--- src/rtl/enc_rlwe_if.sv ---
// ============================================================================
// Module   : enc_rlwe_if
// Purpose  : Coefficient-stream bus between a Ring-LWE encryptor and its host.
// Revision : 1.0 - initial release
// ============================================================================
`default_nettype none

interface enc_rlwe_if #(
  parameter int LOGP = 5
);
  logic            start;
  logic            in_valid;
  logic [LOGP-1:0] pk0_in;
  logic [LOGP-1:0] pk1_in;
  logic [LOGP-1:0] u_in;
  logic [LOGP-1:0] e1_in;
  logic [LOGP-1:0] e2_in;
  logic            m_in;
  logic            busy;
  logic            cipher_ready;
  logic [LOGP-1:0] c0_out;
  logic [LOGP-1:0] c1_out;
  logic            done;

  modport master (
    output start, in_valid, pk0_in, pk1_in, u_in, e1_in, e2_in, m_in,
    input  busy, cipher_ready, c0_out, c1_out, done
  );

  modport slave (
    input  start, in_valid, pk0_in, pk1_in, u_in, e1_in, e2_in, m_in,
    output busy, cipher_ready, c0_out, c1_out, done
  );
endinterface

`default_nettype wire

--- src/rtl/enc_rlwe.sv ---
// ============================================================================
// Module   : enc_rlwe
// Purpose  : Ring-LWE encryption over Z_p[x]/(x^N+1), serial two-lane MAC.
// Revision : 1.0 - initial release
// ============================================================================
`default_nettype none

module enc_rlwe #(
  parameter int P    = 17,
  parameter int N    = 8,
  parameter int T    = 8,
  parameter int LOGP = $clog2(P),
  parameter int LOGN = $clog2(N)
) (
  input  wire logic   clk,
  input  wire logic   reset,
  enc_rlwe_if.slave   bus
);

  typedef enum logic [1:0] {IDLE = 2'd0, LOAD = 2'd1, MUL = 2'd2, OUT = 2'd3} state_t;

  localparam logic [LOGP-1:0]   C_P    = LOGP'(P);
  localparam logic [LOGP-1:0]   C_T    = LOGP'(T);
  localparam logic [2*LOGP-1:0] C_P_W  = (2*LOGP)'(P);
  localparam logic [LOGN-1:0]   C_LAST = LOGN'(N - 1);
  localparam logic [LOGN:0]     C_NOUT = (LOGN + 1)'(N);

  state_t state_q, state_d;

  logic [LOGP-1:0] pk0_mem [N];
  logic [LOGP-1:0] pk1_mem [N];
  logic [LOGP-1:0] u_mem   [N];
  logic [LOGP-1:0] e1_mem  [N];
  logic [LOGP-1:0] e2_mem  [N];
  logic            m_mem   [N];
  logic [LOGP-1:0] c0_buf  [N];
  logic [LOGP-1:0] c1_buf  [N];

  logic [LOGN-1:0] k_q, i_q, j_q;
  logic [LOGN:0]   o_q;
  logic [LOGP-1:0] acc0_q, acc1_q;
  logic            busy_q, ready_q, done_q;
  logic [LOGP-1:0] c0_q, c1_q;

  function automatic logic [LOGP-1:0] add_mod(input logic [LOGP-1:0] a, input logic [LOGP-1:0] b);
    logic [LOGP:0] s;
    s = {1'b0, a} + {1'b0, b};
    if (s >= {1'b0, C_P}) s = s - {1'b0, C_P};
    return s[LOGP-1:0];
  endfunction

  // Negacyclic term: u[(i-j) mod N], negated when the index wrapped (j > i).
  logic [LOGN-1:0]   w_uidx;
  logic [LOGP-1:0]   w_uraw, w_uterm, w_red0, w_red1, w_acc0, w_acc1, w_c0, w_c1;
  logic [2*LOGP-1:0] w_prod0, w_prod1;

  always_comb begin
    w_uidx  = i_q - j_q;
    w_uraw  = u_mem[w_uidx];
    w_uterm = ((j_q > i_q) && (w_uraw != '0)) ? (C_P - w_uraw) : w_uraw;
    w_prod0 = {{LOGP{1'b0}}, pk0_mem[j_q]} * {{LOGP{1'b0}}, w_uterm};
    w_prod1 = {{LOGP{1'b0}}, pk1_mem[j_q]} * {{LOGP{1'b0}}, w_uterm};
    w_red0  = LOGP'(w_prod0 % C_P_W);
    w_red1  = LOGP'(w_prod1 % C_P_W);
    w_acc0  = add_mod(acc0_q, w_red0);
    w_acc1  = add_mod(acc1_q, w_red1);
    w_c0    = add_mod(add_mod(w_acc0, e1_mem[i_q]), m_mem[i_q] ? C_T : '0);
    w_c1    = add_mod(w_acc1, e2_mem[i_q]);
  end

  always_comb begin
    state_d = state_q;
    case (state_q)
      IDLE:    if (bus.start) state_d = LOAD;
      LOAD:    if (bus.in_valid && (k_q == C_LAST)) state_d = MUL;
      MUL:     if ((i_q == C_LAST) && (j_q == C_LAST)) state_d = OUT;
      OUT:     if (o_q == C_NOUT) state_d = IDLE;
      default: state_d = IDLE;
    endcase
  end

  always_ff @(posedge clk or negedge reset) begin
    if (!reset) state_q <= IDLE;
    else        state_q <= state_d;
  end

  always_ff @(posedge clk or negedge reset) begin
    if (!reset) begin
      k_q     <= '0;
      i_q     <= '0;
      j_q     <= '0;
      o_q     <= '0;
      acc0_q  <= '0;
      acc1_q  <= '0;
      busy_q  <= 1'b0;
      ready_q <= 1'b0;
      done_q  <= 1'b0;
      c0_q    <= '0;
      c1_q    <= '0;
    end else begin
      busy_q  <= (state_d != IDLE);
      ready_q <= 1'b0;
      done_q  <= 1'b0;
      c0_q    <= '0;
      c1_q    <= '0;
      case (state_q)
        IDLE: begin
          k_q    <= '0;
          i_q    <= '0;
          j_q    <= '0;
          o_q    <= '0;
          acc0_q <= '0;
          acc1_q <= '0;
        end
        LOAD: if (bus.in_valid) k_q <= k_q + LOGN'(1);
        MUL: begin
          j_q <= j_q + LOGN'(1);
          if (j_q == C_LAST) begin
            i_q    <= i_q + LOGN'(1);
            acc0_q <= '0;
            acc1_q <= '0;
          end else begin
            acc0_q <= w_acc0;
            acc1_q <= w_acc1;
          end
        end
        OUT: begin
          if (o_q != C_NOUT) begin
            ready_q <= 1'b1;
            c0_q    <= c0_buf[o_q[LOGN-1:0]];
            c1_q    <= c1_buf[o_q[LOGN-1:0]];
            o_q     <= o_q + (LOGN + 1)'(1);
          end else begin
            done_q <= 1'b1;
          end
        end
        default: ;
      endcase
    end
  end

  // Storage has no reset: contents are only read after being written.
  always_ff @(posedge clk) begin
    if ((state_q == LOAD) && bus.in_valid) begin
      pk0_mem[k_q] <= bus.pk0_in;
      pk1_mem[k_q] <= bus.pk1_in;
      u_mem[k_q]   <= bus.u_in;
      e1_mem[k_q]  <= bus.e1_in;
      e2_mem[k_q]  <= bus.e2_in;
      m_mem[k_q]   <= bus.m_in;
    end
    if ((state_q == MUL) && (j_q == C_LAST)) begin
      c0_buf[i_q] <= w_c0;
      c1_buf[i_q] <= w_c1;
    end
  end

  assign bus.busy         = busy_q;
  assign bus.cipher_ready = ready_q;
  assign bus.done         = done_q;
  assign bus.c0_out       = c0_q;
  assign bus.c1_out       = c1_q;

endmodule

`default_nettype wire

--- src/flat_wrapper.sv ---
// flat-port wrapper written by rule: the top's interface ports become plain ports
module enc_rlwe_flat 
#(
  parameter int P    = 17,
  parameter int N    = 8,
  parameter int T    = 8,
  parameter int LOGP = $clog2(P),
  parameter int LOGN = $clog2(N)
)
  (clk, reset, bus_start, bus_in_valid, bus_pk0_in, bus_pk1_in, bus_u_in, bus_e1_in, bus_e2_in, bus_m_in, bus_busy, bus_cipher_ready, bus_c0_out, bus_c1_out, bus_done);
  enc_rlwe_if #(.LOGP(LOGP)) bus_i ();
  input  wire logic clk;
  input  wire logic reset;
  input wire logic [$bits(bus_i.start)-1:0] bus_start;
  input wire logic [$bits(bus_i.in_valid)-1:0] bus_in_valid;
  input wire logic [$bits(bus_i.pk0_in)-1:0] bus_pk0_in;
  input wire logic [$bits(bus_i.pk1_in)-1:0] bus_pk1_in;
  input wire logic [$bits(bus_i.u_in)-1:0] bus_u_in;
  input wire logic [$bits(bus_i.e1_in)-1:0] bus_e1_in;
  input wire logic [$bits(bus_i.e2_in)-1:0] bus_e2_in;
  input wire logic [$bits(bus_i.m_in)-1:0] bus_m_in;
  output wire logic [$bits(bus_i.busy)-1:0] bus_busy;
  output wire logic [$bits(bus_i.cipher_ready)-1:0] bus_cipher_ready;
  output wire logic [$bits(bus_i.c0_out)-1:0] bus_c0_out;
  output wire logic [$bits(bus_i.c1_out)-1:0] bus_c1_out;
  output wire logic [$bits(bus_i.done)-1:0] bus_done;
  assign bus_i.start = bus_start;
  assign bus_i.in_valid = bus_in_valid;
  assign bus_i.pk0_in = bus_pk0_in;
  assign bus_i.pk1_in = bus_pk1_in;
  assign bus_i.u_in = bus_u_in;
  assign bus_i.e1_in = bus_e1_in;
  assign bus_i.e2_in = bus_e2_in;
  assign bus_i.m_in = bus_m_in;
  assign bus_busy = bus_i.busy;
  assign bus_cipher_ready = bus_i.cipher_ready;
  assign bus_c0_out = bus_i.c0_out;
  assign bus_c1_out = bus_i.c1_out;
  assign bus_done = bus_i.done;
  enc_rlwe #(.P(P), .N(N), .T(T), .LOGP(LOGP), .LOGN(LOGN)) u_core (.clk(clk), .reset(reset), .bus(bus_i));
endmodule
--- config.mk ---
export PLATFORM = sky130hd
export DESIGN_NAME = enc_rlwe_flat
export DESIGN_NICKNAME = d
export VERILOG_FILES = /design/src/rtl/enc_rlwe_if.sv /design/src/rtl/enc_rlwe.sv /design/src/flat_wrapper.sv
export SDC_FILE = /design/constraint.sdc
export NUM_CORES = 1
export LEC_CHECK = 0
export ABC_AREA = 1
export CELL_PAD_IN_SITES_DETAIL_PLACEMENT = 1
export CELL_PAD_IN_SITES_GLOBAL_PLACEMENT = 1
export CORE_AREA = 2 2 185 187
export DETAILED_ROUTE_END_ITERATION = 12
export DIE_AREA = 0 0 187 189
export PLACE_DENSITY = 0.87
export SYNTH_ARGS = -nofsm -noshare
export SYNTH_HDL_FRONTEND = slang
export SYNTH_SLANG_ARGS = --single-unit
--- constraint.sdc ---
create_clock -name clk -period 28.7 [get_ports clk]
set_input_delay 7.175 -clock clk [delete_from_list [all_inputs] [get_ports clk]]
set_output_delay 7.175 -clock clk [all_outputs]
set_load 0.005 [all_outputs]
# After elaboration in Yosys (flattened, before gate mapping)
# Memories as Yosys holds them, arrays and structs flattened.
# Index checks and enable logic that the tools add are counted.
[classes]
addsub = 16
mul = 2
div_mod_pow = 2
n_lt_le_gt_ge = 6
n_eq_ne = 11
shift = 0
n_mux = 35
bitwise = 0
reduce_logical = 14
[op_table]
columns = ["cell", "n"]
rows = [
  ["two-way mux 5 bit", 12],
  [">= comparator 6 x 5 -> 1 bit, second input constant", 5],
  ["subtractor 5 bit, second input constant", 5],
  ["adder 5 x 5 -> 6 bit", 4],
  ["modulo 10 x 5 -> 10 bit, second input constant", 2],
  ["multiplier 5 x 5 -> 10 bit", 2],
  ["one-hot mux 5 bit (2 select lines)", 2],
  ["one-hot mux 3 bit (2 select lines)", 3],
  ["adder 3 x 1 -> 3 bit, second input constant", 3],
  ["== test 3 bit, second input constant", 3],
  ["two-way mux 1 bit", 8],
  ["two-way mux 2 bit", 4],
  ["two-way mux 4 bit", 2],
  ["one-hot mux 2 bit (4 select lines)", 1],
  ["one-hot mux 4 bit (2 select lines)", 1],
  ["nonzero test 2 bit", 4],
  ["adder 5 x 4 -> 6 bit", 1],
  ["two-way mux 3 bit", 2],
  ["AND reduction 2 bit", 3],
  ["logical AND 1 bit", 5],
  ["nonzero test 5 bit", 1],
  ["subtractor 5 bit, first input constant", 1],
  ["adder 4 x 1 -> 4 bit, second input constant", 1],
  ["== test 2 bit, second input constant", 2],
  ["other kinds (8)", 9],
]
[totals]
regBits = 38
latchBits = 0
ramBits = 288
rom_bits = 0
in_bits = 30
output_inout_bits = 13
elab_cells = 106
n_memories = 8
[mem_list]
columns = ["memory", "depth", "word_bits", "rd", "rd_ports_with_merged_regs", "wr", "line", "source"]
rows = [
  ["u_core.c0_buf", 8, 5, 1, 0, 1, "enc_rlwe.sv:36", "logic [LOGP-1:0] c0_buf [N];"],
  ["u_core.c1_buf", 8, 5, 1, 0, 1, "enc_rlwe.sv:37", "logic [LOGP-1:0] c1_buf [N];"],
  ["u_core.e1_mem", 8, 5, 1, 0, 1, "enc_rlwe.sv:33", "logic [LOGP-1:0] e1_mem [N];"],
  ["u_core.e2_mem", 8, 5, 1, 0, 1, "enc_rlwe.sv:34", "logic [LOGP-1:0] e2_mem [N];"],
  ["u_core.pk0_mem", 8, 5, 1, 0, 1, "enc_rlwe.sv:30", "logic [LOGP-1:0] pk0_mem [N];"],
  ["u_core.pk1_mem", 8, 5, 1, 0, 1, "enc_rlwe.sv:31", "logic [LOGP-1:0] pk1_mem [N];"],
  ["+2 memories", "-", "-", "-", "-", "-", "-", ""],
]

# Depth between registers and ports, before layout
# An unclocked memory read counts as a cell.
[logic_depth]
word_depth = 16
ltp_mapped = 98
ltp_nobuf = 95

# Worst setup path after synthesis
# No wires, ideal clock.
[synth_timing]
path_kind = "register to register"
from = "register u_core.i_q[0]"
to = "memory u_core.c0_buf[0][3], data pin"
setup_ps = 231
arrival_ps = 13483
required_ps = 28469
setup_slack_ps = 14986
path_stages_with_launch = 91
path_buffers = 4
synth_period_minus_slack_ps = 13714
path_cell_list = "dfrtp_1 clkbuf_1 clkinv_1 clkbuf_1 clkbuf_1 ha_1 inv_1 fa_1 inv_1 clkbuf_1 a32o_1 nand2_1 nand2_1 inv_1 nor2_1 nand3b_1 nand2_1 nor2_1 [... 55 more ...] inv_1 ha_1 a21oi_1 inv_1 a31oi_1 xor2_1 nand3_1 o21ai_0 nand2_1 nand4_1 xnor2_1 inv_1 ha_1 ha_1 inv_1 o21bai_1 nand4_1 xnor2_1"
[synth_via]
elab_chain_cells = 16
elab_cells_between_ends = 24
cone_classes = "add/sub: 8; mul: 1; div: 1; order compare: 4; mux: 5; reduce/logical: 2; memory: 3"
[synth_rtl]
columns = ["element", "line", "source"]
rows = [
  ["from (decl)", "enc_rlwe.sv:39", "logic [LOGN-1:0] k_q, i_q, j_q;"],
  ["from (signal assigned)", "enc_rlwe.sv:119", "i_q <= i_q + LOGN'(1);"],
  ["parallel branches: the longest is 13 deep, another holds multiplier 5 x 5 -> 10 bit", "-", ""],
  ["adder 5 x 4 -> 6 bit *", "enc_rlwe.sv:47", "s = {1'b0, a} + {1'b0, b};"],
  ["subtractor 5 bit or >= comparator 6 x 5 -> 1 bit (tied branches)", "enc_rlwe.sv:48", "if (s >= {1'b0, C_P}) s = s - {1'b0, C_P};"],
  ["two-way mux 5 bit *", "enc_rlwe.sv:48", ""],
  ["named net u_core.w_c0[3]", "enc_rlwe.sv:54", "logic [LOGP-1:0] w_uraw, w_uterm, w_red0, w_red1, w_acc0, w_acc1, w_c0, w_c1;"],
  ["to (decl)", "enc_rlwe.sv:36", ""],
]
# Mark *: on every way through the listed nets, which the timed path passes.

# Worst setup path after layout
[layout_timing]
from = "register u_core.i_q[0]"
to = "memory u_core.c0_buf[4][1], data pin"
# The elaborated chain is that of the path after synthesis.

==> flow_summary.ini <==
[outcome]
outcome = finished clean

[floorplanning]
die_w_um = 187
rows = 67
core_sq_mm = 0.03328
initial_utilization_pct = 53.48
dieArea_sq_mm = 0.03534
chipHeight_um = 189
io_pins = 43

[setup_path]
worst-endpoint-required_ns = 28.89
rr_startpoint = u_core.i_q[0]
crit_path_start_kind = register
cp.arrival_ns = 16.71
criticalPathCategory = reg2reg
cp_slowest_stage_delay_ns = 0.85
crit_path_end_kind = register
crit_slowest_cell = o21ai_0
crit_fanout = 45
cp_top_family = simple AND/OR/NAND/NOR gates
crit_buf_inv = 10
reg2reg_to = u_core.c0_buf[4][1]
crit_top_cell = nand2_1
reg2reg_slack_ns = 12.18
reg2regPathDepth = 83

[clocking]
cts_resized = 0
clk_path_buf_depth = 3
cts_buffers = 36
cts_root_buf = clkbuf_16
cts_sinks = 326
postCtsHoldBufs = 0
worstSkewPairLatency_ns = 0.54
postCtsSetupBuffers = 0
clk_pin_slew_ns = 0.06
htree_levels = 2
cts_tree = done

[drt]
via_count = 13620
routed_wl_mm = 50.08
first_pass_iters = 5
drt_iter0_drc = 957
antenna_left = 0
wire_per_inst_um = 21.59
via_per_inst = 5.871
drc = 0

[final_layout]
n_antenna_cell = 0
fin_nets = 1989
seq_area_sq_mm = 0.009599
layout-drive-gt1-share_pct = 9.882
fill_cells = 3637
syn_to_final_growth_pct = 11.72
multi_input_area_sq_mm = 0.007292

[synth]
synth_common_cells = nand2_1 (361), edfxtp_1 (288), nor2_1 (214)
yosysTopAreaCellShare_pct = 48.59
yosysMostFrequentCell = nand2_1
post_synth_num_cell_types = 54
netlist_area_sq_mm = 0.01780
postSynthAreaPerCell_sq_um = 9.915
syn_nets = 1937
ys.flop_type = edfxtp_1
yosysSeqAreaShare_pct = 53.94
yosysWarnings = 0
synth-edff-count = 288
yosys.area.top_type = edfxtp_1
async_reset_ff_share_pct = 11.66
ys_ff_latch = 326
syn-instance-count = 1795
synthTopCellsByArea = edfxtp_1 (49%), nand2_1 (7.6%), ha_1 (6.3%)

[grt]
grt_usage_pct = 28.68
grt_antenna_before_repair = 1
overflow = 0
grt_pass1_wl_mm = 79.35
grt_pass1_vias = 14746
grt_max_degree = 46

[worst_hold_path]
timing.hold.worst.class = reg2reg
hold_depth = 2
min_to = u_core.acc1_q[2]
min_from = u_core.acc1_q[2]

[timing]
layout_worst_path_cycle_share_pct = 57.54
skew_ns = 0.02077
hold_viol = 0
tightest_slew_ns = 1.264
slew_headroom_pct = 15.45
grt_setup_unrepaired = false
report.final.setup_viol = 0
timing.final.crit_period_ns = 16.52
setup_tns_ns = 0
fmax_ghz = 0.06055
maxSlewViolCount = 0

[job]
cap_violations = 0

[place]
port-buffer-count = 42
routabilityCongestion = 0.8673
dpl.hpwl_mm = 33.42
-- layout by cell type, fill, tap and decap left out, types with 38 or more instances in the layout --
master,count
nand2_2,39
ha_1,89
edfxtp_1,288
nor2_1,206
a21oi_1,54
clkdlybuf4s50_1,41
nand2_1,361
o21ai_0,133
dfrtp_1,38
nand3_1,84
inv_1,182
-- how the worst max path moves through the flow --
stage,startpoint,endpoint,slack (ns),depth (start not counted)
2_1_floorplan,u_core.i_q[0],u_core.c0_buf[0][3],14.99,90
3_3_place_gp,u_core.i_q[0],u_core.c0_buf[7][3],13.94,86
3_5_place_dp,u_core.i_q[0],u_core.c0_buf[2][2],12.66,86
4_1_cts,u_core.i_q[0],u_core.c0_buf[7][3],12.46,86
5_1_grt,u_core.i_q[0],u_core.c0_buf[4][3],10.94,86
6_report,u_core.i_q[0],u_core.c0_buf[4][1],12.18,83
-- kinds of logic (layout without fill, tap and decap cells) --
family                     count (synthesis)  after routing  synth area share (%)
buffers and inverters                    246            323                 5.203
adders and majority gates                112            112                 8.844
AOI/OAI and AO/OA                        289            289                 10.05
DFF                                      326            326                 53.94
and+or+nand+nor                          770            770                 19.33
xor gates and xnor gates                  52             52                 2.643
-- per-layer routing --
metal  up-vias  part of all wire (%)  routed length, um  global-route usage (%)
met5         -                 0.028                 14                       0
met4         2                   3.5               1729                   11.42
met3       132                   5.6               2829                   4.671
met2       459                    50              25150                   50.51
met1      6790                    41              20360                   35.38
li1       6237                     -                  -                       -
-- flip-flops by register name (all words and copies together), names as in the netlist --
register                 flops
u_core.u_mem                40
u_core.e1_mem               40
u_core.pk1_mem              40
u_core.k_q                   3
u_core.o_q                   4
u_core.bus.cipher_ready      1
u_core.i_q                   3
u_core.pk0_mem              40
u_core.bus.c1_out            5
u_core.j_q                   3
u_core.bus.busy              1
u_core.state_q               2
u_core.acc1_q                5
u_core.acc0_q                5
u_core.bus.done              1
u_core.c0_buf               40
u_core.e2_mem               40
u_core.bus.c0_out            5
u_core.c1_buf               40
u_core.m_mem                 8
-- final cells by class --
| class | instances | area share, % |
|---|---|---|
| Multi-Input combinational cell | 1223 | 36.67 |
| Clock buffer | 42 | 4.751 |
| Tap cell | 448 | 2.819 |
| Clock inverter | 21 | 0.8999 |
| Timing Repair Buffer | 61 | 2.807 |
| Sequential cell | 326 | 48.28 |
| Inverter | 199 | 3.769 |
-- worst register-to-register path, delay by kind of cell (launching register included) --
family / cells / cell delay (ns)
AND/OR/NAND/NOR: 44 / 4.72
XOR/XNOR: 5 / 1.34
buffers and inverters: 10 / 1.81
adder cells (fa/ha/maj): 12 / 4.62
AO/OA/AOI/OAI: 12 / 3.35
flip-flops: 1 / 0.33
-- per-stage QoR --
stage	instances	instance area (sq um)	hold WS, ns	util [%]	setup slack, ns
6_report	2320	19880	0.5230	59.74	12.18
5_1_grt	2320	19880	0.5478	59.74	10.94
4_1_cts	2320	19880	0.5239	59.74	12.46
3_5_place_dp	2257	18760	0.4984	56.37	12.66
3_3_place_gp	2257	18760	0.4885	56.37	13.94
2_1_floorplan	1795	17800	0.4594	-	14.99
Power is left out: the tool's default activity adds up to more than one toggle a clock period on the data nets, which glitch-free logic cannot reach.
==> edit (same flow settings) <==
`N` is set to 8 in 2 places; all go to 4.
--- a/src/rtl/enc_rlwe.sv
+++ b/src/rtl/enc_rlwe.sv
@@ -8,5 +8,5 @@
 module enc_rlwe #(
   parameter int P    = 17,
-  parameter int N    = 8,
+  parameter int N    = 4,
   parameter int T    = 8,
   parameter int LOGP = $clog2(P),
--- a/src/flat_wrapper.sv
+++ b/src/flat_wrapper.sv
@@ -3,5 +3,5 @@
 #(
   parameter int P    = 17,
-  parameter int N    = 8,
+  parameter int N    = 4,
   parameter int T    = 8,
   parameter int LOGP = $clog2(P),
Check against the original RTL: same outputs for any inputs over 10 cycles, from zero or initial values and one cycle with reset low; that may be too few to reach the edited logic, so the function may still have changed.
==> edit against the unedited design <==
- design area decreased by 32%
- worst setup slack got worse by 170 ps
- critical path depth increased by 2
- global-route usage decreased by 12 points
- via count decreased by 31%
- wire length decreased by 41%
- final cell count decreased by 19%
- synthesized area decreased by 32%
- sequential cell count decreased by 148
- utilization decreased by 19 points
- critical path type unchanged
- highest routed layer is now met4
Power is left out: the tool's default activity adds up to more than one toggle a clock period on the data nets, which glitch-free logic cannot reach.
==> edit: results (changes against the unedited design) <==
| Metric | Value |
|---|---|
| Fraction of layout instances using a drive strength above 1 | 9.637% (was 9.882%) |
| Min-Delay Startpoint | u_core.acc1_q[3]$_DFFE_PN0P_ (was u_core.acc1_q[2]$_DFFE_PN0P_) |
| Synth cell types | 47 (was 54) |
| First-pass GRT wire length | 49170 µm (was 79350 µm) |
| Via density | 4.994 (was 5.871) |
| Async set-reset flop share out of synthesis | 19.10% (was 11.66%) |
| Final hold slack | 512.5 ps (was 523.0 ps) |
| Initial antenna violation count | 0 (was 1) |
| CP max FO | 27 (was 45) |
| Top cells by area, synth | edfxtp_1, ha_1, nand2_1 (was edfxtp_1, nand2_1, ha_1) |
| Worst Setup EP | u_core.c0_buf[1][3]$_DFFE_PP_ (was u_core.c0_buf[4][1]$_DFFE_PP_) |
| Routability congestion estimate | 0.8077 (was 0.8673) |
| H-tree levels | 4 (was 2) |
| Largest net degree at the start of global routing | 35 (was 46) |
| Critical path's slowest cell | dfrtp_1 (was o21ai_0) |
| Post-detail-place hpwl | 22850 µm (was 33420 µm) |
| Worst slew margin | 23.58% (was 15.45%) |
| Status | finished, final reports clean (unchanged) |
| Post-Layout Cell Count | 1880 (was 2320) |
| Final net count | 1562 (was 1989) |
| GRT Overall Usage | 17.13% (was 28.68%) |
| Worst Skew | 16.04 ps (was 20.77 ps) |
| Area after DPL | 0.01298 mm² (was 0.01876 mm²) |
| Seq/Total Area, Yosys | 42.91% (was 53.94%) |
| Maximum clock path buffer count | 2 (was 3) |
| R2R depth | 85 (was 83) |
| Syn nets | 1523 (was 1937) |
| Flop-to-flop setup slack | 12020 ps (was 12180 ps) |
| Total Wirelength | 29540 µm (was 50080 µm) |
edit: cell count changes in the layout (fill, tap and decap cells not counted), moves of 8 or more:
cell       change
edfxtp_1     -144
nand2_1       -80
o21ai_0       -56
nor2_1        -53
or2_2         +22
clkbuf_16     -20
a32o_1        -19
buf_4         -18
a31oi_1       -11
a21oi_1       -10
nand3_1        +8
nor2_2         -8
edit: metal layers:
metal  GRT usage (%)  wire length, µm  up-vias
met1           20.64            13070     4569
met3           2.465              919       43
met2           31.41            15050      141
met5               0                0        -
li1                -                -     4635
met4           5.525              504        0
edit: cells by family after synthesis:
group	after synthesis	share of synthesized area [%]
xor+xnor	51	3.922
simple gates	652	24.97
buf+inv	217	6.775
flops	178	42.91
fa+ha+maj	113	13.16
compound gates	169	8.259
edit: final cells by class:
cell class | count | area [µm²]
clock buffer | 22 | 444.2
clock inverter | 10 | 91.34
fill | 3907 | 19760
inverter | 194 | 730.7
multi-input combinational | 985 | 6092
sequential | 178 | 5175
tap | 448 | 560.5
timing repair buffer | 43 | 422.9
